File: src/rtl/output_collector.sv
// Collects one frame of DEPTH valid-qualified result bytes into a register buffer with a registered read port.
// Optional running signed argmax of the frame when ARGMAX_EN is defined.
module output_collector #(
  parameter int DEPTH  = 4,
  parameter int DATA_W = 8,
  localparam int AW    = (DEPTH > 1) ? $clog2(DEPTH) : 1,
  localparam int CW    = $clog2(DEPTH + 1)
) (
  input  logic              clk,
  input  logic              reset,
  input  logic              start,
  input  logic              in_valid,
  input  logic [DATA_W-1:0] in_data,
  input  logic [AW-1:0]     rd_addr,
`ifdef ARGMAX_EN
  output logic [DATA_W-1:0] max_val,
  output logic [AW-1:0]     max_idx,
`endif
  output logic [DATA_W-1:0] rd_data,
  output logic [CW-1:0]     count,
  output logic              busy,
  output logic              done,
  output logic              overflow
);

  typedef enum logic [1:0] {
    S_IDLE    = 2'd0,
    S_COLLECT = 2'd1,
    S_DONE    = 2'd2
  } state_t;

  state_t              state_q, state_d;
  logic [CW-1:0]       count_q, count_d;
  logic                ovf_q, ovf_d;
  logic                we;
  logic [AW-1:0]       wr_addr;
  logic                rd_ok;
  logic [DATA_W-1:0]   rd_q;
  logic [DATA_W-1:0]   mem_q [DEPTH];

  assign wr_addr = count_q[AW-1:0];

  always_comb begin
    state_d = state_q;
    count_d = count_q;
    ovf_d   = ovf_q;
    we      = 1'b0;
    if (start) begin
      // start wins over any same-cycle in_valid; nothing is written.
      state_d = S_COLLECT;
      count_d = '0;
      ovf_d   = 1'b0;
    end else begin
      case (state_q)
        S_COLLECT: begin
          if (in_valid) begin
            we      = 1'b1;
            count_d = count_q + CW'(1);
            if (count_q == CW'(DEPTH - 1)) state_d = S_DONE;
          end
        end
        S_DONE: begin
          if (in_valid) ovf_d = 1'b1;
        end
        default: ;
      endcase
    end
  end

  always_ff @(posedge clk or negedge reset) begin
    if (!reset) begin
      state_q <= S_IDLE;
      count_q <= '0;
      ovf_q   <= 1'b0;
    end else begin
      state_q <= state_d;
      count_q <= count_d;
      ovf_q   <= ovf_d;
    end
  end

  // Addresses beyond DEPTH only exist when DEPTH is not a power of two.
  generate
    if (DEPTH == (1 << AW)) begin : g_full_range
      assign rd_ok = 1'b1;
    end else begin : g_partial_range
      assign rd_ok = ({1'b0, rd_addr} < (AW + 1)'(DEPTH));
    end
  endgenerate

  always_ff @(posedge clk or negedge reset) begin
    if (!reset) begin
      for (int i = 0; i < DEPTH; i++) mem_q[i] <= '0;
      rd_q <= '0;
    end else begin
      if (we) mem_q[wr_addr] <= in_data;
      rd_q <= rd_ok ? mem_q[rd_addr] : '0;
    end
  end

`ifdef ARGMAX_EN
  logic [DATA_W-1:0] max_val_q;
  logic [AW-1:0]     max_idx_q;

  // Strictly-greater update keeps the lowest index on ties.
  always_ff @(posedge clk or negedge reset) begin
    if (!reset) begin
      max_val_q <= '0;
      max_idx_q <= '0;
    end else if (start) begin
      max_val_q <= '0;
      max_idx_q <= '0;
    end else if (we && ((count_q == '0) || ($signed(in_data) > $signed(max_val_q)))) begin
      max_val_q <= in_data;
      max_idx_q <= wr_addr;
    end
  end

  assign max_val = max_val_q;
  assign max_idx = max_idx_q;
`endif

  assign rd_data  = rd_q;
  assign count    = count_q;
  assign busy     = (state_q == S_COLLECT);
  assign done     = (state_q == S_DONE);
  assign overflow = ovf_q;

endmodule

File: config.mk
export PLATFORM = sky130hd
export DESIGN_NAME = output_collector
export DESIGN_NICKNAME = d
export VERILOG_FILES = /design/src/rtl/output_collector.sv
export SDC_FILE = /design/constraint.sdc
export NUM_CORES = 1
export LEC_CHECK = 0
export ABC_CLOCK_PERIOD_IN_PS = 2360
export BUFFER_PORTS_ARGS = -buffer_cell sky130_fd_sc_hd__buf_2
export CORE_UTILIZATION = 60
export DETAILED_ROUTE_END_ITERATION = 7
export PLACE_DENSITY = 0.82
export SLEW_MARGIN = 5
export SYNTH_ARGS = -nofsm -noshare
export SYNTH_HDL_FRONTEND = slang
export SYNTH_SLANG_ARGS = --single-unit
export TNS_END_PERCENT = 30
File: constraint.sdc
create_clock -name clk -period 2.36 [get_ports clk]
set_input_delay 0.118 -clock clk [delete_from_list [all_inputs] [get_ports clk]]
set_output_delay 0.118 -clock clk [all_outputs]
set_load 0.005 [all_outputs]
* After elaboration in Yosys (flattened, before gate mapping) *
Cells that the tools add are included.

storage, ports and cells
  flip-flop bits (word level) = 46
  word-level logic and storage cells = 44
  input bits = 14
  output and inout port bits = 14

operators by class
  bitwise gates (word level) = 2
  add/sub/neg operators = 1
  multiplexer cells = 19
  magnitude comparators = 3
  eq/ne operators = 3
  reductions and logical operators = 8

operators with widths
  cell                 count
  $bwmux 32            1
  $mux 8               3
  $bmux 8 s2           1
  $demux 8 s2          1
  $mux 3               3
  $mux 2               4
  $reduce_bool 2->1    4
  $ge 3x3->1 const B   2
  $mux 1               6
  $not 2->3            2
  $reduce_and 2->1     2
  $add 3x1->3 const B  1
  $eq 3x2->1 const B   1
  $lt 3x1->1 const B   1
  $reduce_and 3->1     1
  $eq 2x1->1 const B   1
  $eq 2x2->1 const B   1
  $logic_and 1x1->1    1

* Depth between registers and ports, before layout *
Gate-level depths: netlist of the first run.

  word-level depth = 6
  mapped depth = 5

* Least setup slack after synthesis of the first run *
Ideal clock, no wire load.

  path kind = reg2reg
  from = register state_q[1]
  to = register mem_q[0] in the netlist's numbering
  setup slack = 0.908 ns
  data arrival time = 1.327 ns
  path buffers = 1
  cell stages (with the launch flop) = 5
  cell sequence = dfrtp_1 -> nor4bb_2 -> buf_6 -> nand2_8 -> mux2_4

between the ends
  word-level cells in the longest chain between the ends = 3

RTL lines
  item                           RTL line  source
  start, declared                32        state_t state_q, state_d;
  start signal, assigned         76        state_q <= state_d;
  $eq 2x1->1                     54        case (state_q)
  $mux 1                         54
  $mux 1                         48        if (start) begin
  end signal, assigned by index  96        if (we) mem_q[wr_addr] <= in_data;
  end, declared                  39        logic [DATA_W-1:0] mem_q [DEPTH];

Every way passes these cells.
A chain may end at the register's enable or synchronous reset.

* Worst setup path in the final report of the first run *
Ends and elaborated chain as after synthesis.

==> impl_metrics.json, run 1 <==
{
  "routabilityCongestion": 0.780,
  "hold_end": "state_q[1]",
  "dr_total_vias": 1092,
  "viasPerCell": 5.52,
  "fin_skew_ps": 9.92,
  "dp.final_hpwl_um": 2400,
  "worst_skew_pair.late_latency_ps": 350,
  "yosysMostFrequentCell": "dfrtp_1",
  "max-vdd-ir-drop_mv": 0.496,
  "tns_ps": 0,
  "dp_cells": 189,
  "hp-class": "input port to register",
  "cp.arrival_ps": 1850,
  "die_h_um": 61.2,
  "critPathKind": "register to register",
  "clk_pin_slew_worst_paths_ps": 130,
  "async_flop_share_pct": 100,
  "met3WireLength_um": 118,
  "r2r_slack_ps": 750,
  "final_nets": 170,
  "wl_per_cell_um": 17.6,
  "globalRouteOverflowTotal": 0,
  "start_kind": "register",
  "grt_pass1_vias": 1187,
  "synth_xor_area_share_pct": 0.417,
  "slowest_delay_ps": 470,
  "placed_area_um2": 2280,
  "coreArea_um2": 3340,
  "period_share_pct": 68.1,
  "synth-compound-area-share_pct": 1.13,
  "cp.required_ps": 2600,
  "synth_adder_area_share_pct": 2.98,
  "layoutNonFillerInstCount": 198,
  "max_freq_ghz": 0.622,
  "avgSynthCellArea_um2": 17.6,
  "top_layer_used": "met4",
  "leakagePower_nw": 1.19,
  "crit-reg2reg-capture": "mem_q[0]",
  "post_cts_buffers": 0,
  "synth_area_um2": 2100,
  "antenna_cells": 0,
  "slew_viol_final": 0,
  "synth_edf_count": 0,
  "relSlewSlack_pct": 34.8,
  "grt_max_degree": 47,
  "cts_tree": "yes",
  "root_buffer": "clkbuf_4",
  "outcome": "finished clean",
  "setup_viol": 0,
  "grt_antenna_before_repair": 0,
  "cap_violations": 0,
  "tightestPinTransition_ps": 978,
  "crit_path_max_fanout": 8,
  "final.min_clock_period_ps": 1610,
  "p_total_mw": 2.05,
  "clock_sinks": 46,
  "hold_depth": 2,
  "synth_top_family_by_area": "multiplexers",
  "yosysWarnings": 0,
  "grt_pass1_wl_um": 5730,
  "area_delta_synth_final_pct": 12.3,
  "synth-main-ff-cell": "dfrtp_1",
  "wl_met2_um": 1760,
  "grtUsageTotal_pct": 22.3,
  "crit_slowest_cell": "dfrtp_1",
  "worst_r2r_startpoint": "state_q[1]",
  "synth-seq-area-share_pct": 54.8,
  "ys_ff_latch": 46,
  "worstRegToRegCells": 4,
  "yosys-top-cells-count": "dfrtp_1, mux2_4, mux4_2",
  "synth_cells": 119,
  "hold_path.startpoint": "start",
  "layout-drive-gt1-share_pct": 53.9,
  "cts_resized": 0,
  "routed_wirelength_um": 3490,
  "synthTopCellsByArea": "dfrtp_1, mux2_4, mux4_2",
  "port_buffers": 27,
  "hold_viol": 0,
  "initial_utilization_pct": 62.9,
  "htree_levels": 2,
  "cp_cell_sequence": "nor4bb_4 -> buf_4 -> nand2_8 -> mux2_4",
  "antenna_left": 0,
  "nFillCells": 232,
  "wl_met1_um": 1580,
  "firstDrtPassIters": 4,
  "dieArea_um2": 3740,
  "rows": 21,
  "rsz0062_at_grt": "no",
  "yosys.area.top_type": "dfrtp_1",
  "clockBufferDepth": 2,
  "power_density_nw_per_um2": 870,
  "drc": 0,
  "endpoint_kind": "register",
  "io_pins": 28,
  "postLayoutCellArea_um2": 2360,
  "muxShareOfSynthArea_pct": 31.9,
  "ys_types": 22,
  "die_width_um": 61.2,
  "cts_buffers": 5,
  "yosys.area_share.simple_pct": 7.03,
  "syn_nets": 138,
  "drt_iter0_markers": 42,
  "synth.top_cell.area_share_pct": 54.8
}
worst max path at each step:
| stage | start | to | slack (ps) | cells after the start |
|---|---|---|---|---|
| 4_1_cts | state_q[1] | mem_q[0] | 740 | 4 |
| 3_3_place_gp | state_q[1] | mem_q[2] | 810 | 4 |
| 6_report | state_q[1] | mem_q[0] | 750 | 4 |
| 3_5_place_dp | state_q[1] | mem_q[4] | 760 | 4 |
| 2_1_floorplan | state_q[1] | mem_q[0] | 910 | 4 |
| 5_1_grt | state_q[1] | mem_q[5] | 700 | 4 |
stage by stage:
stage	setup slack, ps	hold WS, ps	util (%)
6_report	753	22.9	70.7
5_1_grt	695	1.15	70.7
4_1_cts	741	13.3	70.7
3_5_place_dp	764	326	68.5
3_3_place_gp	810	316	68.5
2_1_floorplan	908	-178	-
kinds of logic after synthesis:
kind of cell             Yosys count
AND/OR/NAND/NOR                   15
XOR/XNOR                           1
AO/OA/AOI/OAI                      4
adder cells (fa/ha/maj)            5
flip-flops                        46
multiplexers                      41
buffers and inverters              7
final cells by class:
class,count,area (um^2),share of cell area (%)
clock buffers,6,51.3,2.18
clock inverters,2,12.5,0.531
inverters,3,11.3,0.477
multi-input cells,66,922,39.1
flip-flops and latches,46,1150,48.8
well taps,46,57.6,2.44
repair buffers,29,153,6.47
flip-flops by register name, summed over array words and instances (netlist names):
register,flops
mem_q,32
rd_data,8
overflow,1
state_q,2
count,3
power by group:
part	internal (mW)	total (mW)	switching, mW	leakage (nW)
combinational	0.370	0.529	0.159	0.575
sequential	1.01	1.13	0.118	0.578
clock	0.144	0.393	0.249	0.0343
total	1.53	2.05	0.526	1.19
routing by layer:
layer	vias up	GRT usage [%]
met4	0	8.12
met2	24	34.3
met5	-	0
met3	4	7.77
li1	488	-
met1	576	29.6
worst max-delay path: cells and delay by family (launching register included):
kind / cells / cell delay [ps]
flops: 1 / 470
buf+inv: 1 / 280
mux: 1 / 320
simple gates: 2 / 430
timing repair:
action / in CTS / in global routing
endpoints found under the hold margin: 46 / 0
endpoints found under the setup margin: 0 / 0
hold buffers: 1 / 0
cells in the final DEF, fill, tap and decap left out:
master         Yosys  layout
a21oi_1            1       1
nor4bb_4           0       1
mux2_4            32      32
nand2_1            1       1
clkbuf_8           0       1
ha_1               5       5
clkinvlp_4         0       1
dfrtp_1           46      46
xnor2_1            1       1
dlygate4sd3_1      0       1
nand2_8            4       4
o21ai_0            1       1
mux4_2             8       8
nand2b_1           1       1
buf_2              1      27
a211oi_1           1       1
nor2_1             5       5
clkinv_2           0       1
clkbuf_4           0       5
nor2b_1            2       2
a31oi_1            1       1
and3b_2            1       1
buf_4              0       1
mux2i_1            1       1
inv_1              3       3
No activity file was read; power rests on OpenSTA's default activity.
==> run 2, diff against run 1 <==
--- a/config.mk
+++ b/config.mk
@@ -5,11 +5,12 @@
 export SDC_FILE = /design/constraint.sdc
 export NUM_CORES = 1
 export LEC_CHECK = 0
-export ABC_CLOCK_PERIOD_IN_PS = 2360
+export ABC_AREA = 1
+export ABC_CLOCK_PERIOD_IN_PS = 1700
 export BUFFER_PORTS_ARGS = -buffer_cell sky130_fd_sc_hd__buf_2
-export CORE_UTILIZATION = 60
+export CORE_UTILIZATION = 56
 export DETAILED_ROUTE_END_ITERATION = 7
-export PLACE_DENSITY = 0.82
+export PLACE_DENSITY = 0.77
 export SLEW_MARGIN = 5
 export SYNTH_ARGS = -nofsm -noshare
 export SYNTH_HDL_FRONTEND = slang
==> constraint.sdc (replaced) <==
create_clock -name clk -period 1.7 [get_ports clk]
set_input_delay 0.085 -clock clk [delete_from_list [all_inputs] [get_ports clk]]
set_output_delay 0.085 -clock clk [all_outputs]
set_load 0.005 [all_outputs]
==> impl_metrics.json, run 2 <==
{
  "wl_met2_um": 2140,
  "viasPerCell": 5.35,
  "yosysWarnings": 0,
  "avgSynthCellArea_um2": 8.96,
  "synth-main-ff-cell": "dfrtp_1",
  "area_delta_synth_final_pct": 18.7,
  "setup_ws_ps": 200,
  "drt_iter0_markers": 122,
  "firstDrtPassIters": 4,
  "cp.required_ps": 1970,
  "rows": 21,
  "final_common_cell": "nand2_1",
  "clock_sinks": 46,
  "placed_area_um2": 2240,
  "mostFrequentLayoutCells": "nand2_1, dfrtp_1, nand3_1, buf_2, o21ai_0",
  "drc": 0,
  "cts_resized": 0,
  "root_buffer": "clkbuf_4",
  "fin_skew_ps": 13.2,
  "power_density_nw_per_um2": 1040,
  "dp_slack_ps": 241,
  "grt_pass1_vias": 1733,
  "cts_tree": "yes",
  "hold_buffers": 11,
  "outcome": "finished clean",
  "layout-drive-gt1-share_pct": 17.5,
  "largest_register_ffs": 32,
  "antenna_left": 0,
  "synthTopCellsByArea": "dfrtp_1, nand2_1, nand3_1",
  "max_freq_ghz": 0.667,
  "coreArea_um2": 3420,
  "dieArea_um2": 3880,
  "grt_pass1_wl_um": 7910,
  "cp.arrival_ps": 1770,
  "synth.top_cell.area_share_pct": 56.6,
  "tightestPinTransition_ps": 505,
  "hold_viol": 0,
  "start_kind": "register",
  "yosysMostFrequentCell": "nand2_1",
  "dr_total_vias": 1712,
  "endpoint_kind": "register",
  "routed_wirelength_um": 4570,
  "leakagePower_nw": 1.28,
  "ys_types": 15,
  "yosys.area.top_type": "dfrtp_1",
  "antenna_cells": 0,
  "crit_end": "mem_q[28]",
  "worstRegToRegCells": 5,
  "critPathKind": "register to register",
  "met3WireLength_um": 280,
  "ys_ff_latch": 46,
  "r2r_slack_ps": 200,
  "startpoint": "count[0]",
  "postLayoutCellArea_um2": 2410,
  "worst_r2r_startpoint": "count[0]",
  "relSlewSlack_pct": 66.3,
  "crit_path_max_fanout": 8,
  "port_buffers": 27,
  "hold_path.startpoint": "rd_addr[1]",
  "period_share_pct": 88.2,
  "rsz0062_at_grt": "no",
  "cts_buffers": 5,
  "grtUsageTotal_pct": 26.4,
  "final.min_clock_period_ps": 1500,
  "cap_violations": 0,
  "top_register": "mem_q",
  "multi_input_area_um2": 774,
  "syn_nets": 246,
  "top_layer_used": "met4",
  "tns_ps": 0,
  "synth_edf_count": 0,
  "setup_viol": 0,
  "wl_met1_um": 2090,
  "hold_slack_ps": 63.0,
  "hp-class": "input port to register",
  "grt_max_degree": 35,
  "synth-seq-area-share_pct": 56.6,
  "globalRouteOverflowTotal": 0,
  "wl_per_cell_um": 14.3,
  "die_h_um": 62.3,
  "die_width_um": 62.3,
  "clk_pin_slew_worst_paths_ps": 140,
  "post_cts_buffers": 0,
  "yosys-top-cells-count": "nand2_1, dfrtp_1, nand3_1",
  "hold_depth": 3,
  "grt_antenna_before_repair": 0,
  "htree_levels": 2,
  "slew_viol_final": 0,
  "async_flop_share_pct": 100,
  "io_pins": 28,
  "synth_area_um2": 2030,
  "seq_area_um2": 1150,
  "nFillCells": 284,
  "routabilityCongestion": 0.864,
  "initial_utilization_pct": 59.5,
  "clockBufferDepth": 2,
  "worst_skew_pair.late_latency_ps": 370,
  "crit-reg2reg-capture": "mem_q[28]",
  "dp.final_hpwl_um": 3000,
  "final_nets": 292,
  "max-vdd-ir-drop_mv": 0.554,
  "p_total_mw": 2.51,
  "synth_cells": 227
}
[run 2: kinds of logic (layout without fill, tap and decap cells)]
kind of cell	Yosys count	count (layout)	synth area share (%)
buffers and inverters	18	65	5.29
adder cells (fa/ha/maj)	5	5	3.08
AO/OA/AOI/OAI	29	29	7.63
AND/OR/NAND/NOR	129	129	27.4
flip-flops	46	46	56.6
[run 2: final cells by class]
cell class / count / area share, %
clock inverter: 2 / 0.518
inverter: 9 / 1.40
timing repair buffer: 48 / 13.8
clock buffer: 6 / 2.13
tap: 46 / 2.38
multi-input combinational: 163 / 32.1
sequential: 46 / 47.7
[run 2: stage by stage]
| stage | cells | util (%) |
|---|---|---|
| after global placement | 301 | 65.6 |
| after CTS | 320 | 70.7 |
| after detailed placement | 301 | 65.6 |
| after floorplan | 227 | - |
| after global routing | 320 | 70.7 |
| final | 320 | 70.7 |
[run 2: worst min-delay path by stage]
| stage | end | slack, ps |
|---|---|---|
| 2_1_floorplan | count[0] | -210 |
| 3_3_place_gp | rd_data[1] | 80 |
| 3_5_place_dp | rd_data[1] | 80 |
| 4_1_cts | rd_data[0] | 50 |
| 5_1_grt | rd_data[7] | 80 |
| 6_report | rd_data[0] | 60 |
[run 2: metal layers]
layer / track usage, % / vias to the layer above
met4: 11.6 / 0
met5: 0 / -
met3: 4.96 / 6
li1: - / 840
met1: 35.1 / 810
met2: 42.4 / 56
[run 2: critical path: stages (launching register included)]
cell and delay, ps:
dfrtp_1 430, inv_1 130, ha_1 190, nand4_1 400, nand2_1 190, nand2_1 60
[run 2: power breakdown]
| part | switching (mW) | total, mW | internal (mW) |
|---|---|---|---|
| combinational | 0.287 | 0.494 | 0.207 |
| sequential | 0.126 | 1.47 | 1.34 |
| clock | 0.354 | 0.553 | 0.199 |
==> run 3, diff against run 2 <==
--- a/config.mk
+++ b/config.mk
@@ -8,9 +8,9 @@
 export ABC_AREA = 1
 export ABC_CLOCK_PERIOD_IN_PS = 1700
 export BUFFER_PORTS_ARGS = -buffer_cell sky130_fd_sc_hd__buf_2
-export CORE_UTILIZATION = 56
+export CORE_UTILIZATION = 45
 export DETAILED_ROUTE_END_ITERATION = 7
-export PLACE_DENSITY = 0.77
+export PLACE_DENSITY = 0.64
 export SLEW_MARGIN = 5
 export SYNTH_ARGS = -nofsm -noshare
 export SYNTH_HDL_FRONTEND = slang
==> constraint.sdc (replaced) <==
create_clock -name clk -period 1.7 [get_ports clk]
set_input_delay 0.255 -clock clk [delete_from_list [all_inputs] [get_ports clk]]
set_output_delay 0.255 -clock clk [all_outputs]
set_load 0.005 [all_outputs]
==> impl_metrics.json, run 3 (synthesized netlist as in run 2, its figures left out) <==
{
  "fin_skew_ps": 8.03,
  "drc": 0,
  "clk_pin_slew_worst_paths_ps": 80,
  "cp.required_ps": 1920,
  "cts_tree": "yes",
  "antenna_left": 0,
  "initial_utilization_pct": 46.7,
  "setup_viol": 0,
  "dieArea_um2": 4790,
  "p_total_mw": 2.69,
  "final_common_cell": "nand2_1",
  "die_width_um": 69.2,
  "area_delta_synth_final_pct": 16.8,
  "mostFrequentLayoutCells": "nand2_1, dfrtp_1, nand3_1, buf_2, o21ai_0",
  "routabilityCongestion": 0.722,
  "tns_ps": 0,
  "grt_antenna_before_repair": 0,
  "die_h_um": 69.2,
  "dp_cells": 306,
  "port_buffers": 27,
  "wl_per_cell_um": 14.3,
  "viasPerCell": 5.26,
  "htree_levels": 2,
  "io_pins": 28,
  "coreArea_um2": 4350,
  "largest_register_ffs": 32,
  "slew_viol_final": 0,
  "clockBufferDepth": 2,
  "final.min_clock_period_ps": 1410,
  "hp-class": "input port to register",
  "placed_area_um2": 2250,
  "tightestPinTransition_ps": 447,
  "leakagePower_nw": 1.25,
  "clock_sinks": 46,
  "dp_slack_ps": 210,
  "cp.arrival_ps": 1630,
  "power_density_nw_per_um2": 1130,
  "top_register": "mem_q",
  "grt_max_degree": 47,
  "routed_wirelength_um": 4510,
  "drt_iter0_markers": 96,
  "max-vdd-ir-drop_mv": 0.580,
  "relSlewSlack_pct": 70.1,
  "max_freq_ghz": 0.707,
  "start_kind": "register",
  "rsz0062_at_grt": "no",
  "dr_total_vias": 1663,
  "firstDrtPassIters": 4,
  "period_share_pct": 83.2,
  "grt_pass1_vias": 1643,
  "utilization_pct": 54.5,
  "worst_skew_pair.late_latency_ps": 300,
  "hold_viol": 0,
  "outcome": "finished clean",
  "endpoint_kind": "register",
  "final_nets": 282,
  "grtUsageTotal_pct": 20.7,
  "antenna_cells": 0,
  "crit_path_max_fanout": 10,
  "setup_ws_ps": 285,
  "globalRouteOverflowTotal": 0,
  "layout-drive-gt1-share_pct": 18.2,
  "critPathKind": "register to register",
  "cap_violations": 0,
  "nFillCells": 412,
  "rows": 24,
  "layoutNonFillerInstCount": 316,
  "grt_pass1_wl_um": 7710,
  "postLayoutCellArea_um2": 2370,
  "root_buffer": "clkbuf_8",
  "cts_resized": 0,
  "hold_slack_ps": 192,
  "cts_buffers": 5,
  "dp.final_hpwl_um": 2910
}
-- run 3: cell count changes in the layout (fill, tap and decap cells not counted) --
cell / change
clkbuf_8: +6
clkinv_4: +1
clkinv_2: -1
clkbuf_4: -5
buf_4: -1
buf_12: +1
clkinvlp_4: -1
dlygate4sd3_1: -10
-- run 3: critical path, stage by stage, from the launching register on --
cell     delay (ps)
dfrtp_1         400
ha_1            410
ha_1            310
nor2_1           90
nand2_1          50
o21ai_0          70
-- run 3: final cells by class --
cell class / count / area, um^2 / area share (%)
clock inverter: 1 / 8.76 / 0.369
inverter: 9 / 33.8 / 1.42
sequential: 46 / 1150 / 48.5
clock buffer: 7 / 96.3 / 4.06
timing repair buffer: 38 / 245 / 10.3
tap: 52 / 65.1 / 2.74
multi-input combinational: 163 / 774 / 32.6
-- run 3: timing repair --
item / CTS / global route
hold endpoints to repair: 46 / 0
hold buffers: 1 / 0
setup endpoints to repair: 0 / 8
buffers inserted: 0 / 1
-- run 3: per-layer routing --
metal  vias to the layer above  global-route usage (%)  wire, um
li1                        821                       -         -
met1                       789                    29.5      2100
met2                        46                    31.5      2130
met3                         7                    3.63       204
met4                         0                    8.39        81
met5                         -                       0         0
-- run 3: final timing paths --
path,from,end,slack [ps],cells past startpoint
min in group asynchronous,reset,rd_data[1],440,3
max,count[0],count[2],290,5
max in group asynchronous,reset,rd_data[5],1030,3
max reg2reg,count[0],count[2],290,5
min reg2reg,mem_q[16],mem_q[16],470,2
min,start,overflow,190,2
-- run 3: power by group --
part           internal (mW)  switching, mW  total, mW  leakage (nW)
logic                  0.201          0.280      0.481         0.610
clock network          0.373          0.376      0.749        0.0544
registers               1.34          0.121       1.46         0.589
